`config.mk`:
```
export PLATFORM = sky130hd
export DESIGN_NAME = rl_lj_pair_scheduler_flat
export DESIGN_NICKNAME = d
export VERILOG_FILES = /design/src/rtl/rl_lj_pair_scheduler_if.sv /design/src/rtl/rl_lj_pair_scheduler.sv /design/src/flat_wrapper.sv
export SDC_FILE = /design/constraint.sdc
export NUM_CORES = 1
export LEC_CHECK = 0
export BUFFER_PORTS_ARGS = -buffer_cell sky130_fd_sc_hd__buf_2
export CAP_MARGIN = 5
export CORE_ASPECT_RATIO = 0.5
export CORE_UTILIZATION = 58
export CTS_CLUSTER_DIAMETER = 150
export DETAILED_ROUTE_END_ITERATION = 7
export GPL_TIMING_DRIVEN = 0
export PLACE_DENSITY = 0.78
export SETUP_SLACK_MARGIN = 0.1
export SLEW_MARGIN = 20
export SYNTH_ARGS = -nofsm -noshare
export SYNTH_HDL_FRONTEND = slang
export SYNTH_SLANG_ARGS = --single-unit
```
`constraint.sdc`:
```
create_clock -name clock -period 3.8 [get_ports clock]
set_input_delay 0.19 -clock clock [delete_from_list [all_inputs] [get_ports clock]]
set_output_delay 0.19 -clock clock [all_outputs]
set_load 0.05 [all_outputs]
```
`src/rtl/rl_lj_pair_scheduler_if.sv`:
```
// Handshake/bus bundle between the pair scheduler, the position memory,
// the LJ force pipeline and the downstream accumulator.
interface rl_lj_pair_scheduler_if #(
    parameter int ADDR_W = 8
);
    logic              start;
    logic [ADDR_W:0]   num_particles;
    logic              busy;
    logic              done;
    logic              rd_en;
    logic [ADDR_W-1:0] rd_ref_addr;
    logic [ADDR_W-1:0] rd_nb_addr;
    logic              lj_ivalid;
    logic              lj_oready;
    logic              lj_ovalid;
    logic              out_valid;
    logic [ADDR_W-1:0] out_ref_id;
    logic [ADDR_W-1:0] out_nb_id;
    logic              out_last_ref;
    logic              sync_err;
    logic [31:0]       pair_count;
    logic [31:0]       stall_count;

    modport master (
        output start, num_particles, lj_oready, lj_ovalid,
        input  busy, done, rd_en, rd_ref_addr, rd_nb_addr, lj_ivalid,
               out_valid, out_ref_id, out_nb_id, out_last_ref, sync_err,
               pair_count, stall_count
    );

    modport slave (
        input  start, num_particles, lj_oready, lj_ovalid,
        output busy, done, rd_en, rd_ref_addr, rd_nb_addr, lj_ivalid,
               out_valid, out_ref_id, out_nb_id, out_last_ref, sync_err,
               pair_count, stall_count
    );
endinterface

```
`src/rtl/rl_lj_pair_scheduler.sv`:
```
// Walks every i<j pair of one cell into the stall-free LJ force pipeline and tags results.
// Optional macro RL_LJ_SCHED_PERF_CNT_EN adds saturating pair/stall counters.
module rl_lj_pair_scheduler #(
    parameter int ADDR_W     = 8,
    parameter int MEM_LAT    = 1,
    parameter int LJ_LATENCY = 24
) (
    input  logic                  clock,
    input  logic                  resetn,
    rl_lj_pair_scheduler_if.slave bus
);
    localparam int DEPTH = MEM_LAT + LJ_LATENCY;
    localparam int CNT_W = $clog2(DEPTH + 1) + 1;
    localparam logic [ADDR_W-1:0] ONE_A = ADDR_W'(2'd1);
    localparam logic [ADDR_W-1:0] TWO_A = ADDR_W'(2'd2);
    localparam logic [ADDR_W:0]   ONE_N = (ADDR_W + 1)'(2'd1);
    localparam logic [ADDR_W:0]   TWO_N = (ADDR_W + 1)'(2'd2);
    localparam logic [CNT_W-1:0]  ONE_C = CNT_W'(2'd1);

    typedef enum logic [1:0] {
        S_IDLE  = 2'd0,
        S_ISSUE = 2'd1,
        S_DRAIN = 2'd2,
        S_DONE  = 2'd3
    } state_e;

    typedef struct packed {
        logic              valid;
        logic [ADDR_W-1:0] ref_id;
        logic [ADDR_W-1:0] nb_id;
        logic              last;
    } tag_t;

    state_e            state_q, state_d;
    logic [ADDR_W:0]   n_q, n_d;
    logic [ADDR_W-1:0] i_q, i_d, j_q, j_d;
    logic [CNT_W-1:0]  inflight_q, inflight_d;
    tag_t              tag_q [1:DEPTH];
    tag_t              push_s, tail_s;
    logic              rd_en_s, clr_s, last_j_s, last_i_s, dec_s, drain_empty_s;
    logic              sync_q, mismatch_s;

    assign last_j_s      = ({1'b0, j_q} == (n_q - ONE_N));
    assign last_i_s      = ({1'b0, i_q} == (n_q - TWO_N));
    assign dec_s         = bus.lj_ovalid && (inflight_q != {CNT_W{1'b0}});
    // DRAIN looks at this cycle's retirement so done lands the cycle after the last result
    assign drain_empty_s = (inflight_q == {CNT_W{1'b0}}) || ((inflight_q == ONE_C) && bus.lj_ovalid);

    // Next-state, pair-index advance and read strobe
    always_comb begin
        state_d = state_q;
        n_d     = n_q;
        i_d     = i_q;
        j_d     = j_q;
        rd_en_s = 1'b0;
        clr_s   = 1'b0;
        case (state_q)
            S_IDLE: begin
                if (bus.start) begin
                    n_d   = bus.num_particles;
                    i_d   = {ADDR_W{1'b0}};
                    j_d   = ONE_A;
                    clr_s = 1'b1;
                    if (bus.num_particles >= TWO_N) state_d = S_ISSUE;
                    else                            state_d = S_DRAIN;
                end else begin
                    state_d = S_IDLE;
                end
            end
            S_ISSUE: begin
                if (bus.lj_oready) begin
                    rd_en_s = 1'b1;
                    if (last_j_s && last_i_s) begin
                        state_d = S_DRAIN;
                    end else if (last_j_s) begin
                        i_d = i_q + ONE_A;
                        j_d = i_q + TWO_A;
                    end else begin
                        j_d = j_q + ONE_A;
                    end
                end else begin
                    state_d = S_ISSUE;
                end
            end
            S_DRAIN: begin
                if (drain_empty_s) state_d = S_DONE;
                else               state_d = S_DRAIN;
            end
            S_DONE:  state_d = S_IDLE;
            default: state_d = S_IDLE;
        endcase
    end

    // In-flight pair count: issues in, results out, both in one cycle
    always_comb begin
        inflight_d = inflight_q;
        if (rd_en_s && !dec_s)      inflight_d = inflight_q + ONE_C;
        else if (!rd_en_s && dec_s) inflight_d = inflight_q - ONE_C;
        else                        inflight_d = inflight_q;
    end

    // Tag entering the delay line this cycle
    always_comb begin
        push_s = '{valid: 1'b0, ref_id: {ADDR_W{1'b0}}, nb_id: {ADDR_W{1'b0}}, last: 1'b0};
        if (rd_en_s) push_s = '{valid: 1'b1, ref_id: i_q, nb_id: j_q, last: last_j_s};
        else         push_s = '{valid: 1'b0, ref_id: {ADDR_W{1'b0}}, nb_id: {ADDR_W{1'b0}}, last: 1'b0};
    end

    // Control state, pair indices, in-flight count and sticky sync error
    always_ff @(posedge clock or negedge resetn) begin
        if (!resetn) begin
            state_q    <= S_IDLE;
            n_q        <= {(ADDR_W + 1){1'b0}};
            i_q        <= {ADDR_W{1'b0}};
            j_q        <= {ADDR_W{1'b0}};
            inflight_q <= {CNT_W{1'b0}};
            sync_q     <= 1'b0;
        end else begin
            state_q    <= state_d;
            n_q        <= n_d;
            i_q        <= i_d;
            j_q        <= j_d;
            inflight_q <= inflight_d;
            if (clr_s)           sync_q <= 1'b0;
            else if (mismatch_s) sync_q <= 1'b1;
            else                 sync_q <= sync_q;
        end
    end

    // Tag delay line, free-running because the LJ pipeline never stalls
    always_ff @(posedge clock or negedge resetn) begin
        if (!resetn) begin
            for (int k = 1; k <= DEPTH; k++) tag_q[k] <= '0;
        end else begin
            tag_q[1] <= push_s;
            for (int k = 2; k <= DEPTH; k++) tag_q[k] <= tag_q[k-1];
        end
    end

    assign tail_s           = tag_q[DEPTH];
    assign mismatch_s       = tail_s.valid ^ bus.lj_ovalid;
    assign bus.busy         = (state_q == S_ISSUE) || (state_q == S_DRAIN);
    assign bus.done         = (state_q == S_DONE);
    assign bus.rd_en        = rd_en_s;
    assign bus.rd_ref_addr  = i_q;
    assign bus.rd_nb_addr   = j_q;
    assign bus.lj_ivalid    = tag_q[MEM_LAT].valid;
    assign bus.out_valid    = bus.lj_ovalid;
    assign bus.out_ref_id   = bus.lj_ovalid ? tail_s.ref_id : {ADDR_W{1'b0}};
    assign bus.out_nb_id    = bus.lj_ovalid ? tail_s.nb_id  : {ADDR_W{1'b0}};
    assign bus.out_last_ref = bus.lj_ovalid & tail_s.last;
    assign bus.sync_err     = sync_q | mismatch_s;

`ifdef RL_LJ_SCHED_PERF_CNT_EN
    logic [31:0] pair_cnt_q, stall_cnt_q;

    // Saturating performance counters, restarted with each accepted cell
    always_ff @(posedge clock or negedge resetn) begin
        if (!resetn) begin
            pair_cnt_q  <= 32'd0;
            stall_cnt_q <= 32'd0;
        end else if (clr_s) begin
            pair_cnt_q  <= 32'd0;
            stall_cnt_q <= 32'd0;
        end else begin
            if (rd_en_s && (pair_cnt_q != 32'hFFFF_FFFF)) pair_cnt_q <= pair_cnt_q + 32'd1;
            else                                          pair_cnt_q <= pair_cnt_q;
            if ((state_q == S_ISSUE) && !bus.lj_oready && (stall_cnt_q != 32'hFFFF_FFFF))
                stall_cnt_q <= stall_cnt_q + 32'd1;
            else
                stall_cnt_q <= stall_cnt_q;
        end
    end

    assign bus.pair_count  = pair_cnt_q;
    assign bus.stall_count = stall_cnt_q;
`else
    assign bus.pair_count  = 32'd0;
    assign bus.stall_count = 32'd0;
`endif
endmodule

```
`src/flat_wrapper.sv`:
```
// flat-port wrapper written by rule: the top's interface ports become plain ports
module rl_lj_pair_scheduler_flat 
#(
    parameter int ADDR_W     = 8,
    parameter int MEM_LAT    = 1,
    parameter int LJ_LATENCY = 24
)
  (clock, resetn, bus_start, bus_num_particles, bus_lj_oready, bus_lj_ovalid, bus_busy, bus_done, bus_rd_en, bus_rd_ref_addr, bus_rd_nb_addr, bus_lj_ivalid, bus_out_valid, bus_out_ref_id, bus_out_nb_id, bus_out_last_ref, bus_sync_err, bus_pair_count, bus_stall_count);
  rl_lj_pair_scheduler_if #(.ADDR_W(ADDR_W)) bus_i ();
  input  logic clock;
  input  logic resetn;
  input wire logic [$bits(bus_i.start)-1:0] bus_start;
  input wire logic [$bits(bus_i.num_particles)-1:0] bus_num_particles;
  input wire logic [$bits(bus_i.lj_oready)-1:0] bus_lj_oready;
  input wire logic [$bits(bus_i.lj_ovalid)-1:0] bus_lj_ovalid;
  output wire logic [$bits(bus_i.busy)-1:0] bus_busy;
  output wire logic [$bits(bus_i.done)-1:0] bus_done;
  output wire logic [$bits(bus_i.rd_en)-1:0] bus_rd_en;
  output wire logic [$bits(bus_i.rd_ref_addr)-1:0] bus_rd_ref_addr;
  output wire logic [$bits(bus_i.rd_nb_addr)-1:0] bus_rd_nb_addr;
  output wire logic [$bits(bus_i.lj_ivalid)-1:0] bus_lj_ivalid;
  output wire logic [$bits(bus_i.out_valid)-1:0] bus_out_valid;
  output wire logic [$bits(bus_i.out_ref_id)-1:0] bus_out_ref_id;
  output wire logic [$bits(bus_i.out_nb_id)-1:0] bus_out_nb_id;
  output wire logic [$bits(bus_i.out_last_ref)-1:0] bus_out_last_ref;
  output wire logic [$bits(bus_i.sync_err)-1:0] bus_sync_err;
  output wire logic [$bits(bus_i.pair_count)-1:0] bus_pair_count;
  output wire logic [$bits(bus_i.stall_count)-1:0] bus_stall_count;
  assign bus_i.start = bus_start;
  assign bus_i.num_particles = bus_num_particles;
  assign bus_i.lj_oready = bus_lj_oready;
  assign bus_i.lj_ovalid = bus_lj_ovalid;
  assign bus_busy = bus_i.busy;
  assign bus_done = bus_i.done;
  assign bus_rd_en = bus_i.rd_en;
  assign bus_rd_ref_addr = bus_i.rd_ref_addr;
  assign bus_rd_nb_addr = bus_i.rd_nb_addr;
  assign bus_lj_ivalid = bus_i.lj_ivalid;
  assign bus_out_valid = bus_i.out_valid;
  assign bus_out_ref_id = bus_i.out_ref_id;
  assign bus_out_nb_id = bus_i.out_nb_id;
  assign bus_out_last_ref = bus_i.out_last_ref;
  assign bus_sync_err = bus_i.sync_err;
  assign bus_pair_count = bus_i.pair_count;
  assign bus_stall_count = bus_i.stall_count;
  rl_lj_pair_scheduler #(.ADDR_W(ADDR_W), .MEM_LAT(MEM_LAT), .LJ_LATENCY(LJ_LATENCY)) u_core (.clock(clock), .resetn(resetn), .bus(bus_i));
endmodule
```
; ---- Word-level counts from Yosys, hierarchy flattened
; Cells that the tools add are included.
[classes]
magnitude_cmp = 1
n_mux = 27
add_sub_neg = 7
n_eq_ne = 11
reduce_logical = 18
bitwise_logic = 3
[op_table]
columns = operator, count
row1 = 8-bit two-way mux, 10
row2 = 8-bit case mux with 2 select lines, 2
row3 = 8-bit by 9-bit equality test with 1-bit output, 2
row4 = 18-bit two-way mux, 1
row5 = "8-bit by 1-bit adder with 8-bit output, second input constant", 2
row6 = 6-bit two-way mux, 2
row7 = "9-bit by 2-bit greater-or-equal comparator with 1-bit output, second input constant", 1
row8 = "9-bit by 1-bit subtractor with 9-bit output, second input constant", 1
row9 = "9-bit by 2-bit subtractor with 9-bit output, second input constant", 1
row10 = "8-bit by 2-bit adder with 8-bit output, second input constant", 1
row11 = 2-bit two-way mux, 4
row12 = 2-bit case mux with 4 select lines, 1
row13 = 1-bit two-way mux, 7
row14 = "6-bit by 1-bit adder with 6-bit output, second input constant", 1
row15 = "6-bit by 1-bit equality test with 1-bit output, second input constant", 1
row16 = 6-bit logical NOT, 1
row17 = "2-bit inequality test, second input constant", 3
row18 = 2-bit nonzero test, 3
row19 = 6-bit nonzero test, 1
row20 = "6-bit by 1-bit subtractor with 6-bit output, second input constant", 1
row21 = 1-bit logical AND, 5
row22 = 5-bit AND reduction, 1
row23 = "2-bit equality test, second input constant", 2
row24 = 4-bit AND reduction, 1
row25 = 10 further kinds, 12
[word_totals]
output_inout_bits = 103
input_bits = 14
elab_cells = 173
reg_bits = 484

; ---- Longest topological paths before layout
; Gate-level depths: netlist (run 1).
[depth]
word_depth = 6
mapped_depth = 11
ltp_nobuf = 9

; ---- Least setup slack after synthesis (run 1)
; Ideal clock, no wire load.
[synth_timing]
path_type = reg2reg
start = reg u_core.n_q[2]
end = reg u_core.j_q[0] (netlist: u_core.bus.rd_nb_addr[0])
arrival_ns = 2.616
path_buffers = 1
path_stages_with_launch = 10
path_slack_ns = 1.060
setup_time_ns = 0.125
synth_period_minus_slack_ns = 2.740
cell_sequence = dfrtp_1 -> inv_1 -> ha_1 -> nor4b_1 -> a21oi_1 -> a221o_1 -> buf_2 -> o31a_1 -> o21ai_2 -> mux2_2
[synth_between]
elab_chain_cells = 6
[synth_lines]
columns = element, line
row1 = from (decl), rl_lj_pair_scheduler.sv:35  ; logic [ADDR_W:0] n_q, n_d;
row2 = from (signal assigned), rl_lj_pair_scheduler.sv:113  ; n_q <= {(ADDR_W + 1){1'b0}};
row3 = from (signal assigned), rl_lj_pair_scheduler.sv:120  ; n_q <= n_d;
row4 = 9-bit by 1-bit subtractor with 9-bit output, rl_lj_pair_scheduler.sv:43  ; assign last_j_s = ({1'b0, j_q} == (n_q - ONE_N));
row5 = 8-bit by 9-bit equality test with 1-bit output, rl_lj_pair_scheduler.sv:43
row6 = 8-bit two-way mux, rl_lj_pair_scheduler.sv:75  ; end else if (last_j_s) begin
row7 = 8-bit two-way mux, rl_lj_pair_scheduler.sv:73  ; if (last_j_s && last_i_s) begin
row8 = 8-bit two-way mux, rl_lj_pair_scheduler.sv:71  ; if (bus.lj_oready) begin
row9 = 8-bit case mux with 2 select lines, rl_lj_pair_scheduler.sv:57  ; case (state_q)
row10 = to (signal assigned), rl_lj_pair_scheduler.sv:115  ; j_q <= {ADDR_W{1'b0}};
row11 = to (signal assigned), rl_lj_pair_scheduler.sv:122  ; j_q <= j_d;
row12 = to (decl), rl_lj_pair_scheduler.sv:36  ; logic [ADDR_W-1:0] i_q, i_d, j_q, j_d;
; Parallel ways exist; a longest one is shown, timed or not. The select of a mux whose other input is x is not followed.
; A chain may end at the register's enable or synchronous reset.

; ---- Worst setup path after layout (run 1)
[layout_timing]
start = reg u_core.state_q[1]
end = reg u_core.inflight_q[3]
[layout_between]
elab_chain_cells = 5
[layout_lines]
columns = element, line
row1 = from (decl), rl_lj_pair_scheduler.sv:34  ; state_e state_q, state_d;
row2 = from (signal assigned), rl_lj_pair_scheduler.sv:119  ; state_q <= state_d;
row3 = 2-bit by 1-bit equality test with 1-bit output *, rl_lj_pair_scheduler.sv:57
row4 = 1-bit two-way mux *, rl_lj_pair_scheduler.sv:57
row5 = 1-bit logical NOT, rl_lj_pair_scheduler.sv:98  ; else if (!rd_en_s && dec_s) inflight_d = inflight_q - ONE_C;
row6 = 1-bit logical AND, rl_lj_pair_scheduler.sv:98
row7 = 2-bit nonzero test (no line), n/a
row8 = to (signal assigned), rl_lj_pair_scheduler.sv:116  ; inflight_q <= {CNT_W{1'b0}};
row9 = to (signal assigned), rl_lj_pair_scheduler.sv:123  ; inflight_q <= inflight_d;
row10 = to (decl), rl_lj_pair_scheduler.sv:37  ; logic [CNT_W-1:0] inflight_q, inflight_d;
; Mark *: on every way between the ends. The rest lies on a longest branch, timed or not.

==> results of run 1 <==
## synthesized netlist by cell type (all sizes together), types with 3 or more instances
| library cell | number | area share |
|---|---|---|
| dfrtp | 484 | 0.83 |
| buf | 70 | 0.035 |
| clkbuf | 22 | 0.0057 |
| nor3 | 22 | 0.0076 |
| and3 | 21 | 0.0090 |
| nor2 | 19 | 0.0049 |
| xnor2 | 19 | 0.011 |
| and2 | 18 | 0.0077 |
| nand2 | 18 | 0.0046 |
| inv | 16 | 0.0041 |
| ha | 14 | 0.012 |
| xor2 | 13 | 0.0078 |
| mux2 | 11 | 0.0085 |
| o21ai | 10 | 0.0037 |
| a31oi | 7 | 0.0030 |
| nand3 | 7 | 0.0024 |
| a21oi | 6 | 0.0021 |
| nand4 | 6 | 0.0026 |
| a221o | 5 | 0.0034 |
| mux2i | 5 | 0.0034 |
| o2bb2ai | 5 | 0.0030 |
| nand2b | 4 | 0.0017 |
| o22ai | 4 | 0.0017 |
| nor4 | 3 | 0.0017 |
| o221a | 3 | 0.0023 |
| o221ai | 3 | 0.0018 |
| o311a | 3 | 0.0021 |
## cell usage in the layout (no fill, tap or decap), drive strengths merged, types with 13 or more instances in the layout
master,count
dfrtp,484
buf,127
clkbuf,74
conb,64
nor3,22
and3,21
nor2,19
xnor2,19
and2,18
nand2,18
inv,18
ha,14
xor2,13
## where the power goes
group	total [mW]	internal, mW	switching (mW)
registers	5.65	5.39	0.254
logic	1.70	0.537	1.17
clock network	4.44	2.42	2.03
total	11.8	8.35	3.45
## layout make-up
type | count | area share
repair buffers | 68 | 0.0303
multi-input cells | 316 | 0.120
clock inverters | 17 | 0.0146
well taps | 336 | 0.0246
inverters | 16 | 0.00351
diodes | 3 | 0.000438
clock buffers | 52 | 0.0645
flip-flops and latches | 484 | 0.707
plain buffers | 92 | 0.0349
## stage by stage
step	utilization	cells	power (mW)	setup WS (ns)	area, sq um
2_1_floorplan	-	908	6.74	1.06	14800
5_1_grt	0.704	1383	12.2	0.223	17100
3_5_place_dp	0.643	1301	7.24	0.474	15600
6_report	0.704	1384	11.8	0.327	17100
4_1_cts	0.703	1381	11.8	0.326	17100
3_3_place_gp	0.637	1296	7.13	-6.22	15500
## logic make-up after synthesis
kind of cell	synth area share
buffers and inverters	0.0451
AOI/OAI and AO/OA	0.0305
muxes	0.0119
and+or+nand+nor	0.0503
other	0.000257
adders and majority gates	0.0120
xor gates and xnor gates	0.0192
DFF	0.831
## per-layer routing
| metal | GRT usage | up-vias | routed length, um |
|---|---|---|---|
| met5 | 0 | - | 26 |
| met4 | 0.104 | 4 | 1160 |
| met3 | 0.0816 | 87 | 2920 |
| met2 | 0.479 | 394 | 17300 |
| met1 | 0.381 | 3894 | 13700 |
| li1 | - | 2998 | - |
## registers in the layout (all words and copies together) (netlist names)
register	cells
u_core.bus.rd_nb_addr	8
u_core.bus.rd_ref_addr	8
u_core.n_q	9
u_core.bus.lj_ivalid	1
u_core.state_q	2
u_core.inflight_q	6
u_core.tag_q	449
u_core.sync_q	1
## worst max path at each step
stage / from / to / slack [ns]
2_1_floorplan: u_core.n_q[2]$_DFFE_PN0P_ / u_core.bus.rd_nb_addr[0]$_DFFE_PN0P_ / 1.06
3_3_place_gp: resetn / u_core.bus.rd_nb_addr[0]$_DFFE_PN0P_ / -6.22
3_5_place_dp: u_core.n_q[2]$_DFFE_PN0P_ / u_core.bus.rd_nb_addr[4]$_DFFE_PN0P_ / 0.47
4_1_cts: u_core.n_q[2]$_DFFE_PN0P_ / u_core.bus.rd_nb_addr[6]$_DFFE_PN0P_ / 0.33
5_1_grt: u_core.n_q[1]$_DFFE_PN0P_ / u_core.bus.rd_nb_addr[6]$_DFFE_PN0P_ / 0.22
6_report: u_core.state_q[1]$_DFFE_PN0P_ / u_core.inflight_q[3]$_DFFE_PN0P_ / 0.33
## repair_timing
action,CTS,global route
hold buffers,11,0
setup endpoints to repair,0,1
resized for setup,0,1
hold endpoints to repair,76,0
## worst max-delay path: cells and delay by family, from the launching register on
kind	cells	cell delay, ns
buf+inv	3	0.67
simple gates	2	0.71
fa+ha+maj	2	0.71
flops	1	0.44
xor+xnor	1	0.30
compound gates	1	0.52
==> load_flow_metrics.sql, run 1 <==
INSERT INTO impl_metrics (metric_group, metric, value, unit) VALUES
('hold_path', 'holdPathStages', '2', ''),
('synth', 'postSynthAreaPerCell', '17.3', 'sq um'),
('synth', 'yosysWarnings', '0', ''),
('floorplanning', 'ios', '117', ''),
('synth', 'yosysSeqAreaShare', '0.831', ''),
('sta', 'finalCritPeriodShare', '0.914', ''),
('clock_tree', 'cts-root-buf', 'sky130_fd_sc_hd__clkbuf_16', ''),
('status', 'status', 'completed', ''),
('pwr', 'vdd_ir_drop_max', '340', 'uV'),
('hold_path', 'holdPathEnd', 'u_core.tag_q[441]$_DFF_PN0_', ''),
('floorplanning', 'core', '0.0243', 'sq mm'),
('floorplanning', 'die_height', '114', 'um'),
('synth', 'synth_edf_count', '0', ''),
('sta', 'fmax', '288', 'MHz'),
('sta', 'worst_pin_slew', '0.780', 'ns'),
('flow_run', 'max_cap_violations', '0', ''),
('finish', 'fill_cells', '1411', ''),
('sta', 'timing_max_transition_violations_final', '0', ''),
('worst_setup_path', 'highest_delay_cell_along_the_critical_path', 'sky130_fd_sc_hd__nor2_1', ''),
('synth', 'synth_cell_type_count', '55', ''),
('sta', 'hold_viol_final', '0', ''),
('clock_tree', 'cts_setup_buffers', '0', ''),
('route', 'totalWireLength', '35100', 'um'),
('worst_setup_path', 'cpPeakStageDelay', '0.53', 'ns'),
('synth', 'synth-seq-cells', '484', ''),
('floorplanning', 'dieArea', '0.0258', 'sq mm'),
('clock_tree', 'worst_skew_pair.late_latency', '0.57', 'ns'),
('global_route', 'gr-usage-all-layers', '0.292', ''),
('worst_setup_path', 'timing.critical_path.arrival', '3.90', 'ns'),
('global_route', 'global_route_wire_length_before_repair', '52800', 'um'),
('floorplanning', 'die_width', '226', 'um'),
('synth', 'async_set_reset_flop_share_out_of_synthesis', '1.00', ''),
('worst_setup_path', 'timing.rr.end', 'u_core.inflight_q[3]$_DFFE_PN0P_', ''),
('hold_path', 'worst_hold_class', 'in -> reg', ''),
('synth', 'synthCells', '845', ''),
('worst_setup_path', 'worstRegToRegCells', '9', ''),
('route', 'route.vias.total', '7377', ''),
('finish', 'area_of_the_multi_input_gates', '0.00205', 'sq mm'),
('finish', 'register_area', '0.0121', 'sq mm'),
('route', 'avgViaCountPerCell', '5.33', ''),
('worst_setup_path', 'worst-setup-path-type', 'reg -> reg', ''),
('placement', 'finalWeightedCongestion', '0.836', ''),
('clock_tree', 'clock_transition_at_the_registers_of_the_reported_paths', '0.08', 'ns'),
('floorplanning', 'initial_core_util', '0.599', ''),
('route', 'routedWlPerCell', '25.4', 'um'),
('floorplanning', 'cell_row_count', '40', ''),
('route', 'drt_first_iter_violations', '607', ''),
('global_route', 'grt_pass1_vias', '7975', ''),
('worst_setup_path', 'reg2reg_slack', '0.33', 'ns'),
('route', 'number_of_search_and_repair_iterations_in_the_first_detailed_routing_pass', '5', ''),
('sta', 'worst_clock_skew', '0.0284', 'ns'),
('sta', 'timing.setup.tns', '0', 'ns'),
('clock_tree', 'cts.htree.levels', '2', ''),
('global_route', 'maximum_number_of_pins_on_one_net_before_global_route_repair', '97', ''),
('worst_setup_path', 'cp-end-kind', 'flip-flop', ''),
('finish', 'share_of_final_layout_standard_cells_stronger_than_drive_strength_1', '0.198', ''),
('synth', 'syn_area', '0.0146', 'sq mm'),
('finish', 'final_nets', '1044', ''),
('global_route', 'grt_remaining_overflow', '0', ''),
('route', 'detail-route-antenna-nets', '0', ''),
('clock_tree', 'numCtsBuffers', '38', ''),
('hold_path', 'hold_path.startpoint', 'bus_lj_oready', ''),
('sta', 'relative_slew_slack', '0.475', ''),
('worst_setup_path', 'critPathRequiredTime', '4.23', 'ns'),
('finish', 'layout_overhead_on_the_synthesized_area', '17.4', '%'),
('placement', 'place.detailed.hpwl', '16800', 'um'),
('sta', 'layout_min_cycle_time', '3.47', 'ns'),
('worst_setup_path', 'critical_path.startpoint_type', 'flip-flop', ''),
('pwr', 'areal_power_density_over_the_cells', '689', 'mW/mm^2'),
('clock_tree', 'tritoncts', 'built', ''),
('sta', 'grt_setup_unrepaired', 'false', '');
Note: power is estimated with default switching activity, not from simulation.
==> run 2, diff against run 1 <==
--- a/config.mk
+++ b/config.mk
@@ -8,11 +8,10 @@
 export BUFFER_PORTS_ARGS = -buffer_cell sky130_fd_sc_hd__buf_2
 export CAP_MARGIN = 5
 export CORE_ASPECT_RATIO = 0.5
-export CORE_UTILIZATION = 58
+export CORE_UTILIZATION = 28
 export CTS_CLUSTER_DIAMETER = 150
 export DETAILED_ROUTE_END_ITERATION = 7
 export GPL_TIMING_DRIVEN = 0
-export PLACE_DENSITY = 0.78
 export SETUP_SLACK_MARGIN = 0.1
 export SLEW_MARGIN = 20
 export SYNTH_ARGS = -nofsm -noshare
==> run 2 against run 1 <==
Effect of this change:
- design area up 2.2%
- register-to-register slack better by 0.09 ns
- die area is 110% higher
- sequential cell count is the same
- critical path type unchanged
==> load_flow_metrics.sql, run 2 (synthesized netlist as in run 1, its figures left out) <==
INSERT INTO impl_metrics (metric_group, metric, value, unit) VALUES
('status', 'status', 'completed', ''),
('finish', 'layout.cells.most_common_list', 'sky130_fd_sc_hd__dfrtp_1 (484), sky130_fd_sc_hd__buf_4 (66), sky130_fd_sc_hd__conb_1 (64)', ''),
('global_route', 'grt_remaining_overflow', '0', ''),
('clock_tree', 'worst_skew_pair.late_latency', '0.54', 'ns'),
('floorplanning', 'die_height', '163', 'um'),
('worst_setup_path', 'cp-end-kind', 'flip-flop', ''),
('sta', 'worst_pin_slew', '0.734', 'ns'),
('flow_run', 'max_cap_violations', '0', ''),
('floorplanning', 'core', '0.0508', 'sq mm'),
('pwr', 'vdd_ir_drop_max', '255', 'uV'),
('sta', 'finalSetupViolations', '0', ''),
('global_route', 'maximum_number_of_pins_on_one_net_before_global_route_repair', '115', ''),
('sta', 'fmax', '296', 'MHz'),
('hold_path', 'worst_hold_class', 'in -> reg', ''),
('clock_tree', 'cts_setup_buffers', '0', ''),
('worst_setup_path', 'critPathRequiredTime', '4.21', 'ns'),
('pwr', 'power.share.combinational', '0.137', ''),
('global_route', 'global_route_wire_length_before_repair', '36400', 'um'),
('finish', 'top_register', 'u_core.tag_q', ''),
('pwr', 'seq_power_share', '0.497', ''),
('route', 'routedWlPerCell', '12.7', 'um'),
('worst_setup_path', 'cpPeakStageDelay', '0.58', 'ns'),
('global_route', 'gr-usage-all-layers', '0.0859', ''),
('route', 'detail-route-antenna-nets', '0', ''),
('finish', 'largest_register_ff_count', '449', ''),
('route', 'totalWireLength', '22000', 'um'),
('clock_tree', 'ctsLongestPathBuffers', '3', ''),
('pwr', 'areal_power_density_over_the_cells', '641', 'mW/mm^2'),
('sta', 'grt_setup_unrepaired', 'false', ''),
('floorplanning', 'cell_row_count', '58', ''),
('pwr', 'power.net_switching', '2.97', 'mW'),
('placement', 'dpl_cell_area', '0.0161', 'sq mm'),
('worst_setup_path', 'worst-setup-path-type', 'reg -> reg', ''),
('route', 'number_of_search_and_repair_iterations_in_the_first_detailed_routing_pass', '4', ''),
('sta', 'worst_clock_skew', '0.0134', 'ns'),
('floorplanning', 'initial_core_util', '0.287', ''),
('floorplanning', 'die_width', '325', 'um'),
('floorplanning', 'dieArea', '0.0530', 'sq mm'),
('placement', 'buffer_ports.inserted', '52', ''),
('clock_tree', 'clkSinkCount', '484', ''),
('pwr', 'power.static_leakage', '9.07', 'nW'),
('clock_tree', 'numCtsBuffers', '39', ''),
('sta', 'timing_max_transition_violations_final', '0', ''),
('pwr', 'sw_frac_of_total', '0.265', ''),
('sta', 'hold_viol_final', '0', ''),
('global_route', 'grt_antenna_before_repair', '1', ''),
('worst_setup_path', 'cp_max_fo', '10', ''),
('clock_tree', 'post_cts.resized_instances', '0', ''),
('placement', 'finalWeightedCongestion', '0.785', ''),
('worst_setup_path', 'worstPathBufferInverterCount', '2', ''),
('finish', 'reg_top3', 'u_core.tag_q (449), u_core.n_q (9)', ''),
('pwr', 'pwr-share-clk', '0.366', ''),
('clock_tree', 'tritoncts', 'built', ''),
('route', 'drcViolationCount', '0', ''),
('worst_setup_path', 'critical_path.cell_chain', 'inv_1 > ha_1 > nor4b_1 > a21oi_1 > a221o_1 > buf_2 > o31ai_2 > nand2b_1 > o22ai_1', ''),
('finish', 'final_area', '0.0175', 'sq mm'),
('worst_setup_path', 'highest_delay_cell_along_the_critical_path', 'sky130_fd_sc_hd__nor4b_1', ''),
('finish', 'final_nets', '1044', ''),
('global_route', 'grt_pass1_vias', '6897', ''),
('route', 'drt_first_iter_violations', '526', ''),
('clock_tree', 'cts.htree.levels', '2', ''),
('clock_tree', 'cts-root-buf', 'sky130_fd_sc_hd__clkbuf_16', ''),
('finish', 'n_antenna_cell', '0', ''),
('worst_setup_path', 'timing.critical_path.arrival', '3.79', 'ns'),
('finish', 'share_of_final_layout_standard_cells_stronger_than_drive_strength_1', '0.196', ''),
('clock_tree', 'clock_transition_at_the_registers_of_the_reported_paths', '0.06', 'ns'),
('sta', 'layout_min_cycle_time', '3.38', 'ns'),
('floorplanning', 'ios', '117', ''),
('placement', 'place.detailed.hpwl', '13700', 'um'),
('finish', 'layout_overhead_on_the_synthesized_area', '20.0', '%'),
('sta', 'finalCritPeriodShare', '0.889', ''),
('sta', 'relative_slew_slack', '0.508', ''),
('finish', 'mostFrequentLayoutCell', 'sky130_fd_sc_hd__dfrtp_1', ''),
('worst_setup_path', 'critical-path-top-delay-family', 'compound AO/OA/AOI/OAI gates', ''),
('pwr', 'p_total', '11.2', 'mW'),
('pwr', 'p_int', '8.24', 'mW'),
('route', 'avgViaCountPerCell', '3.76', ''),
('worst_setup_path', 'critical_path.startpoint_type', 'flip-flop', ''),
('route', 'route.vias.total', '6535', '');
## run 2: changes by cell type in the layout (fill, tap and decap cells not counted), sizes merged
cell,delta
buf,-1
bufinv,-1
inv,+3
diode,-3
## run 2: final timing paths
path / startpoint / to / slack, ns / cells past startpoint
max: u_core.n_q[2]$_DFFE_PN0P_ / u_core.bus.rd_nb_addr[4]$_DFFE_PN0P_ / 0.42 / 9
min: bus_lj_oready / u_core.tag_q[444]$_DFF_PN0_ / 0.05 / 2
max reg2reg: u_core.n_q[2]$_DFFE_PN0P_ / u_core.bus.rd_nb_addr[4]$_DFFE_PN0P_ / 0.42 / 9
min reg2reg: u_core.tag_q[319]$_DFF_PN0_ / u_core.tag_q[301]$_DFF_PN0_ / 0.33 / 0
max in group asynchronous: resetn / u_core.tag_q[163]$_DFF_PN0_ / 2.19 / 4
min in group asynchronous: resetn / u_core.n_q[6]$_DFFE_PN0P_ / 0.25 / 2
## run 2: final cells by class
class,instances,area (sq um)
Inverter,16,60.1
Clock inverter,19,240
Fill cell,4815,33300
Buffer,92,597
Sequential cell,484,12100
Timing Repair Buffer,67,490
Clock buffer,52,1080
Tap cell,690,863
Multi-Input combinational cell,316,2050
## run 2: stage by stage
step | setup WS [ns] | TNS [ns] | utilization | hold slack (ns) | cells
after floorplan | 1.06 | 0 | - | -0.106 | 908
after CTS | 0.380 | 0 | 0.344 | 0.0293 | 1736
after detailed placement | 0.395 | 0 | 0.316 | 0.239 | 1654
final | 0.422 | 0 | 0.344 | 0.0537 | 1736
after global placement | -6.25 | -3006.34 | 0.314 | 0.331 | 1650
after global routing | 0.200 | 0 | 0.344 | 0.0301 | 1736
## run 2: repair_timing
item	4_1_cts	5_1_grt
endpoints found under the hold margin	92	0
endpoints found under the setup margin	0	0
hold buffers	11	0
## run 2: per-layer routing
metal	part of all wire	track usage	vias up
li1	-	-	2990
met1	0.42	0.106	3395
met2	0.51	0.147	104
met3	0.050	0.0231	46
met4	0.021	0.0277	0
met5	0	0	-
## run 2: power groups by stage
stage / registers, mW / logic [mW] / clock network, mW
6_report: 5.57 / 1.53 / 4.10
3_5_place_dp: 5.67 / 1.53 / 0
5_1_grt: 5.60 / 1.69 / 4.52
4_1_cts: 5.58 / 1.55 / 4.29
3_3_place_gp: 5.65 / 1.48 / 0
2_1_floorplan: 5.65 / 1.09 / 0
